**src/rtl/fault_sim_pkg.sv**
```systemverilog
// fault_sim_pkg: sequencer state encoding, index-width helpers and detection record shared by the fault-sim sequencer
package fault_sim_pkg;
  typedef enum logic [3:0] {
    IDLE    = 4'd0,
    INJECT  = 4'd1,
    FETCH   = 4'd2,
    APPLY   = 4'd3,
    COMPARE = 4'd4,
    REPORT  = 4'd5,
    NEXT    = 4'd6,
    REMOVE  = 4'd7,
    DONE    = 4'd8
  } fsimState_e;
  localparam int DET_ID_MAX_W = 16;
  localparam int DET_DIFF_MAX_W = 64;
  function automatic int idxW(input int n);
    return (n > 1) ? $clog2(n) : 1;
  endfunction
  function automatic int cntW(input int n);
    return $clog2(n + 1);
  endfunction
  typedef struct packed {
    logic [DET_ID_MAX_W-1:0] fault;
    logic [DET_ID_MAX_W-1:0] vec;
    logic [DET_DIFF_MAX_W-1:0] diff;
  } detRec_t;
endpackage

```
**src/rtl/fault_sim_seq_det_skid.sv**
```systemverilog
// fsim_det_skid: one-entry register slice holding a detection record until the consumer accepts it
module fsim_det_skid import fault_sim_pkg::*; #(
  parameter type rec_t = detRec_t
) (
  input  logic clk,
  input  logic rst,
  input  logic load,
  input  rec_t capRec,
  input  logic ready,
  output logic valid,
  output rec_t heldRec
);
  // Capture on load and keep the record stable until valid && ready
  always_ff @(posedge clk) begin
    if (rst) begin
      valid <= 1'b0;
      heldRec <= '0;
    end else if (load) begin
      valid <= 1'b1;
      heldRec <= capRec;
    end else if (valid && ready) valid <= 1'b0;
  end
endmodule

```
**src/rtl/fault_sim_seq.sv**
```systemverilog
// fault_sim_seq: serial fault-simulation sequencer; define FSIM_FAULT_DROP_EN to skip remaining vectors after a fault's first detection
module fault_sim_seq import fault_sim_pkg::*; #(
  parameter int VEC_W = 6,
  parameter int OUT_W = 1,
  parameter int NUM_FAULTS = 16,
  parameter int NUM_VECTORS = 16,
  parameter int SETTLE_CYC = 2,
  parameter int GAP_CYC = 1
) (
  input  logic clk,
  input  logic rst,
  input  logic start,
  output logic busy,
  output logic done,
  output logic [idxW(NUM_VECTORS)-1:0] vec_addr,
  input  logic [VEC_W-1:0] vec_data,
  output logic [VEC_W-1:0] cut_vec,
  output logic [idxW(NUM_FAULTS)-1:0] fault_id,
  output logic fault_inj,
  input  logic [OUT_W-1:0] resp_good,
  input  logic [OUT_W-1:0] resp_faulty,
  output logic det_valid,
  input  logic det_ready,
  output logic [idxW(NUM_FAULTS)-1:0] det_fault,
  output logic [idxW(NUM_VECTORS)-1:0] det_vec,
  output logic [OUT_W-1:0] det_diff,
  output logic [cntW(NUM_FAULTS)-1:0] detected_cnt,
  output logic [cntW(NUM_FAULTS)-1:0] fault_cnt
);
  localparam int FID_W = idxW(NUM_FAULTS);
  localparam int VID_W = idxW(NUM_VECTORS);
  localparam int HOLD_MAX = (SETTLE_CYC > GAP_CYC) ? SETTLE_CYC : GAP_CYC;
  localparam int HOLD_W = cntW(HOLD_MAX);
`ifdef FSIM_FAULT_DROP_EN
  localparam bit DROP = 1'b1;
`else
  localparam bit DROP = 1'b0;
`endif
  typedef struct packed {
    logic [FID_W-1:0] fault;
    logic [VID_W-1:0] vec;
    logic [OUT_W-1:0] diff;
  } detSlice_t;
  fsimState_e state, nextState;
  logic [FID_W-1:0] f;
  logic [VID_W-1:0] v;
  logic [HOLD_W-1:0] holdCnt;
  logic [NUM_FAULTS-1:0] detMask;
  logic [OUT_W-1:0] diff;
  logic mismatch, holdDone, lastVec, lastFault;
  detSlice_t capRec, heldRec;
  assign diff = resp_good ^ resp_faulty;
  assign mismatch = |diff;
  assign lastVec = v == VID_W'(NUM_VECTORS - 1);
  assign lastFault = f == FID_W'(NUM_FAULTS - 1);
  assign holdDone = holdCnt == ((state == APPLY) ? HOLD_W'(SETTLE_CYC - 1) : HOLD_W'(GAP_CYC - 1));
  assign busy = (state != IDLE) && (state != DONE);
  assign done = state == DONE;
  assign vec_addr = v;
  assign fault_id = f;
  assign capRec = '{fault: f, vec: v, diff: diff};
  assign det_fault = heldRec.fault;
  assign det_vec = heldRec.vec;
  assign det_diff = heldRec.diff;
  fsim_det_skid #(.rec_t(detSlice_t)) detSkid (
    .clk(clk),
    .rst(rst),
    .load(state == COMPARE && mismatch),
    .capRec(capRec),
    .ready(det_ready),
    .valid(det_valid),
    .heldRec(heldRec)
  );
  // Campaign sequencing: one fault at a time, one vector at a time
  always_comb begin
    nextState = state;
    case (state)
      IDLE:    nextState = start ? INJECT : IDLE;
      INJECT:  nextState = FETCH;
      FETCH:   nextState = APPLY;
      APPLY:   nextState = holdDone ? COMPARE : APPLY;
      COMPARE: nextState = mismatch ? REPORT : NEXT;
      REPORT:  nextState = det_ready ? (DROP ? REMOVE : NEXT) : REPORT;
      NEXT:    nextState = lastVec ? REMOVE : FETCH;
      REMOVE:  nextState = holdDone ? (lastFault ? DONE : INJECT) : REMOVE;
      DONE:    nextState = IDLE;
      default: nextState = IDLE;
    endcase
  end
  // State, indices, CUT drive and coverage counters; REMOVE side effects fire on entry
  always_ff @(posedge clk) begin
    if (rst) begin
      state <= IDLE;
      f <= '0;
      v <= '0;
      holdCnt <= '0;
      detMask <= '0;
      fault_inj <= 1'b0;
      cut_vec <= '0;
      detected_cnt <= '0;
      fault_cnt <= '0;
    end else begin
      state <= nextState;
      holdCnt <= (nextState == state) ? holdCnt + 1'b1 : '0;
      if (state == IDLE && start) begin
        f <= '0;
        detMask <= '0;
        detected_cnt <= '0;
        fault_cnt <= '0;
      end
      if (state == INJECT) begin
        fault_inj <= 1'b1;
        v <= '0;
      end
      if (state == APPLY && holdCnt == '0) cut_vec <= vec_data;
      if (state == COMPARE && mismatch && !detMask[f]) begin
        detMask[f] <= 1'b1;
        detected_cnt <= detected_cnt + 1'b1;
      end
      if (state == NEXT && !lastVec) v <= v + 1'b1;
      if (nextState == REMOVE && state != REMOVE) begin
        fault_inj <= 1'b0;
        cut_vec <= '0;
        fault_cnt <= fault_cnt + 1'b1;
      end
      if (state == REMOVE && holdDone && !lastFault) f <= f + 1'b1;
    end
  end
endmodule
```
**config.mk**
```make
export PLATFORM = sky130hd
export DESIGN_NAME = fault_sim_seq
export DESIGN_NICKNAME = d
export VERILOG_FILES = /design/src/rtl/fault_sim_pkg.sv /design/src/rtl/fault_sim_seq_det_skid.sv /design/src/rtl/fault_sim_seq.sv
export SDC_FILE = /design/constraint.sdc
export NUM_CORES = 1
export LEC_CHECK = 0
export ABC_AREA = 1
export BUFFER_PORTS_ARGS = -buffer_cell sky130_fd_sc_hd__buf_2
export CORE_MARGIN = 2
export CORE_UTILIZATION = 30
export DETAILED_ROUTE_END_ITERATION = 10
export PLACE_DENSITY = 0.54
export SLEW_MARGIN = 20
export SYNTH_ARGS = -nofsm -noshare
export SYNTH_HDL_FRONTEND = slang
export SYNTH_HIERARCHICAL = 1
export SYNTH_SLANG_ARGS = --single-unit
```
**constraint.sdc**
```tcl
create_clock -name clk -period 1.98 [get_ports clk]
set_input_delay 0.198 -clock clk [delete_from_list [all_inputs] [get_ports clk]]
set_output_delay 0.198 -clock clk [all_outputs]
set_load 0.02 [all_outputs]
```
==> impl_metrics.env <==
export IMPL_run_status="finished clean"
export IMPL_xor_and_xnor_area_share_after_synthesis_pct=2.47
export IMPL_avgRoutedWirePerCell_um=12.3
export IMPL_drive_gt1_share_pct=19.8
export IMPL_post_synthesis_sequential_area_ratio_pct=40.3
export IMPL_cts_root_buf="sky130_fd_sc_hd__clkbuf_8"
export IMPL_totalWireLength_mm=7.13
export IMPL_p_leak_nw=1.54
export IMPL_grt_start_max_net_pins=28
export IMPL_drtAntennaViolNets=0
export IMPL_layout_cells_most_common_list="sky130_fd_sc_hd__nand2_1 (97), sky130_fd_sc_hd__nor2_1 (64), sky130_fd_sc_hd__dfxtp_1 (56)"
export IMPL_grt_first_pass_wirelength_mm=12.0
export IMPL_dp_hpwl_mm=5.07
export IMPL_ys_top_cells_by_area="sky130_fd_sc_hd__dfxtp_1 (40%), sky130_fd_sc_hd__nand2_1 (13%), sky130_fd_sc_hd__nor2_1 (8.5%)"
export IMPL_placed_cell_area_um2=3220
export IMPL_max_cap_violations=0
export IMPL_final_setup_tns_ns=0
export IMPL_io_buffer_count=48
export IMPL_clk_path_buf_depth=2
export IMPL_layout_cells_most_common="sky130_fd_sc_hd__nand2_1"
export IMPL_crit_required_ns=2.20
export IMPL_final_max_slew_violation_count=0
export IMPL_ir_drop_mv=0.445
export IMPL_fin_total_pwr_mw=2.68
export IMPL_drc=0
export IMPL_fmax_ghz=0.577
export IMPL_finalSetupViolations=0
export IMPL_avgSynthCellArea_um2=6.94
export IMPL_num_cts_buffers=9
export IMPL_synth_cell_type_count=29
export IMPL_final_nets=486
export IMPL_netlist_top_cell_by_area="sky130_fd_sc_hd__dfxtp_1"
export IMPL_gr_usage_all_layers_pct=14.8
export IMPL_timing_final_crit_share_pct=87.5
export IMPL_synth_warnings=6
export IMPL_synth_compound_area_share_pct=12.7
export IMPL_synth_mux_area_fraction_pct=0
export IMPL_syn_instance_count=408
export IMPL_post_place_cells=566
export IMPL_critical_path_slowest_cell="sky130_fd_sc_hd__dfxtp_1"
export IMPL_die_x_um=101
export IMPL_rows=35
export IMPL_crit_path_end_kind="register"
export IMPL_htree_num_levels=3
export IMPL_net_count_after_synthesis=428
export IMPL_finalClockSkew_ns=0.0108
export IMPL_post_layout_nonfiller_instances=581
export IMPL_ys_seq_elements=57
export IMPL_synth_top_area_share_pct=40.3
export IMPL_worst_slew_pin_transition_ns=0.517
export IMPL_main_combinational_cell_family_by_area_after_synthesis="simple AND/OR/NAND/NOR gates"
export IMPL_timing_final_crit_period_ns=1.73
export IMPL_timing_slew_headroom_pct=65.5
export IMPL_detail_route_iter0_violations=87
export IMPL_tritoncts="yes"
export IMPL_finalWeightedCongestion=0.835
export IMPL_drtPass1Iterations=5
export IMPL_clk_insertion_delay_late_ns=0.34
export IMPL_crit_chain="buf_4, nor2_1, nor2_1, o21ai_1, a21oi_2, nor2_8, nand2_4, clkinvlp_4, nand2_1, a21oi_1"
export IMPL_tritoncts_num_sinks=57
export IMPL_rsz0062_at_grt="no"
export IMPL_path_common_cell="sky130_fd_sc_hd__nor2_1"
export IMPL_final_fill_count=976
export IMPL_design_core_area_um2=9200
export IMPL_grt_antenna_before_repair=0
export IMPL_first_global_vias=2593
export IMPL_post_synth_fa_ha_maj_area_fraction_pct=3.53
export IMPL_arrival_ns=1.95
export IMPL_post_synth_instance_area_um2=2830
export IMPL_post_synth_and_or_nand_nor_area_fraction_pct=32.9
export IMPL_vias=2753
export IMPL_critical_path_startpoint_type="register"
export IMPL_cts_hold_buffers_added=0
export IMPL_floorplan_initialDensity_pct=30.8
export IMPL_hold_ws_ns=0.101
export IMPL_hold_viol=0
export IMPL_clk_pin_slew_worst_paths_ns=0.07
export IMPL_summed_area_of_non_filler_cells_in_the_final_layout_um2=3420
export IMPL_power_per_cell_area_nw_per_um2=784
export IMPL_drt_vias_per_instance=4.74
export IMPL_grt_overflow=0
export IMPL_worstSetupPathType="reg -> reg"
export IMPL_flow_area_growth_from_synthesis_pct=20.6
export IMPL_hold_class="in -> reg"
export IMPL_dieHeight_um=101
export IMPL_critPathMaxFanout=11
export IMPL_floorplan_io_pins=49
export IMPL_design_die_area_um2=10200
export IMPL_antennaDiodeCount=0
export IMPL_cpPeakStageDelay_ns=0.38
==> cells in the mapped netlist, drive strengths merged <==
master,instances
or2,3
a21oi,44
nand3,26
ha,8
buf,5
xor2,6
nor3,5
nor2,67
o2111ai,1
a211oi,1
nand4,12
clkbuf,6
inv,40
nand2,101
xnor2,2
clkinv,1
o21ai,23
dfxtp,57
==> worst paths after layout <==
| path | from | to | slack, ns | depth (start not counted) |
|---|---|---|---|---|
| min reg2reg | cut_vec[3] | cut_vec[3] | 0.46 | 2 |
| max reg2reg | fault_id[0] | detMask[7] | 0.25 | 10 |
| min | vec_data[0] | cut_vec[0] | 0.10 | 3 |
| max | fault_id[0] | detMask[7] | 0.25 | 10 |
==> logic make-up after synthesis <==
kind of cell,Yosys count
AO/OA/AOI/OAI,69
flip-flops,57
AND/OR/NAND/NOR,214
adder cells (fa/ha/maj),8
buffers and inverters,52
XOR/XNOR,8
==> area by class of cell <==
type | instances | area [um^2] | area share, %
Inverter | 41 | 164 | 4.80
Clock buffer | 12 | 155 | 4.54
Multi-Input combinational cell | 299 | 1460 | 42.7
Clock inverter | 3 | 40.0 | 1.17
Sequential cell | 57 | 1140 | 33.4
Timing Repair Buffer | 58 | 315 | 9.23
Tap cell | 111 | 139 | 4.07
==> sequential cells by signal, indices dropped and copies added, names as in the netlist <==
name	count
fault_inj	1
fault_id	4
detSkid/valid	1
detected_cnt	5
fault_cnt	5
holdCnt	2
state	4
cut_vec	6
detMask	16
detSkid/heldRec	9
vec_addr	4
==> metal layers <==
metal	global-route usage (%)	vias to the layer above	wire length, um
li1	-	1436	-
met1	19.2	1244	3550
met2	23.4	64	3120
met3	4.35	9	367
met4	4.89	0	91
met5	0	-	0
==> per-stage QoR <==
step           util [%]  worst slack [ns]
2_1_floorplan         -             0.150
3_3_place_gp       35.0             0.217
3_5_place_dp       35.0             0.237
4_1_cts            37.1             0.230
5_1_grt            37.1            0.0458
6_report           37.1             0.248
==> timing repair <==
item,in CTS,in global routing
gates resized for setup,0,2
setup endpoints to repair,0,1
buffers inserted,0,0
==> power by group <==
group	leakage [nW]	internal, mW	total, mW	switching [mW]
Clock	0.102	0.639	1.09	0.455
Sequential	0.460	1.18	1.21	0.0322
Combinational	0.974	0.112	0.371	0.259
Total	1.54	1.93	2.68	0.746
==> worst max-delay path, delay by kind of cell (launching register included) <==
family | cells | cell delay, ns
AOI/OAI and AO/OA | 3 | 0.41
buffers and inverters | 2 | 0.39
DFF | 1 | 0.38
and+or+nand+nor | 5 | 0.42
Note: power is estimated with default switching activity, not from simulation.
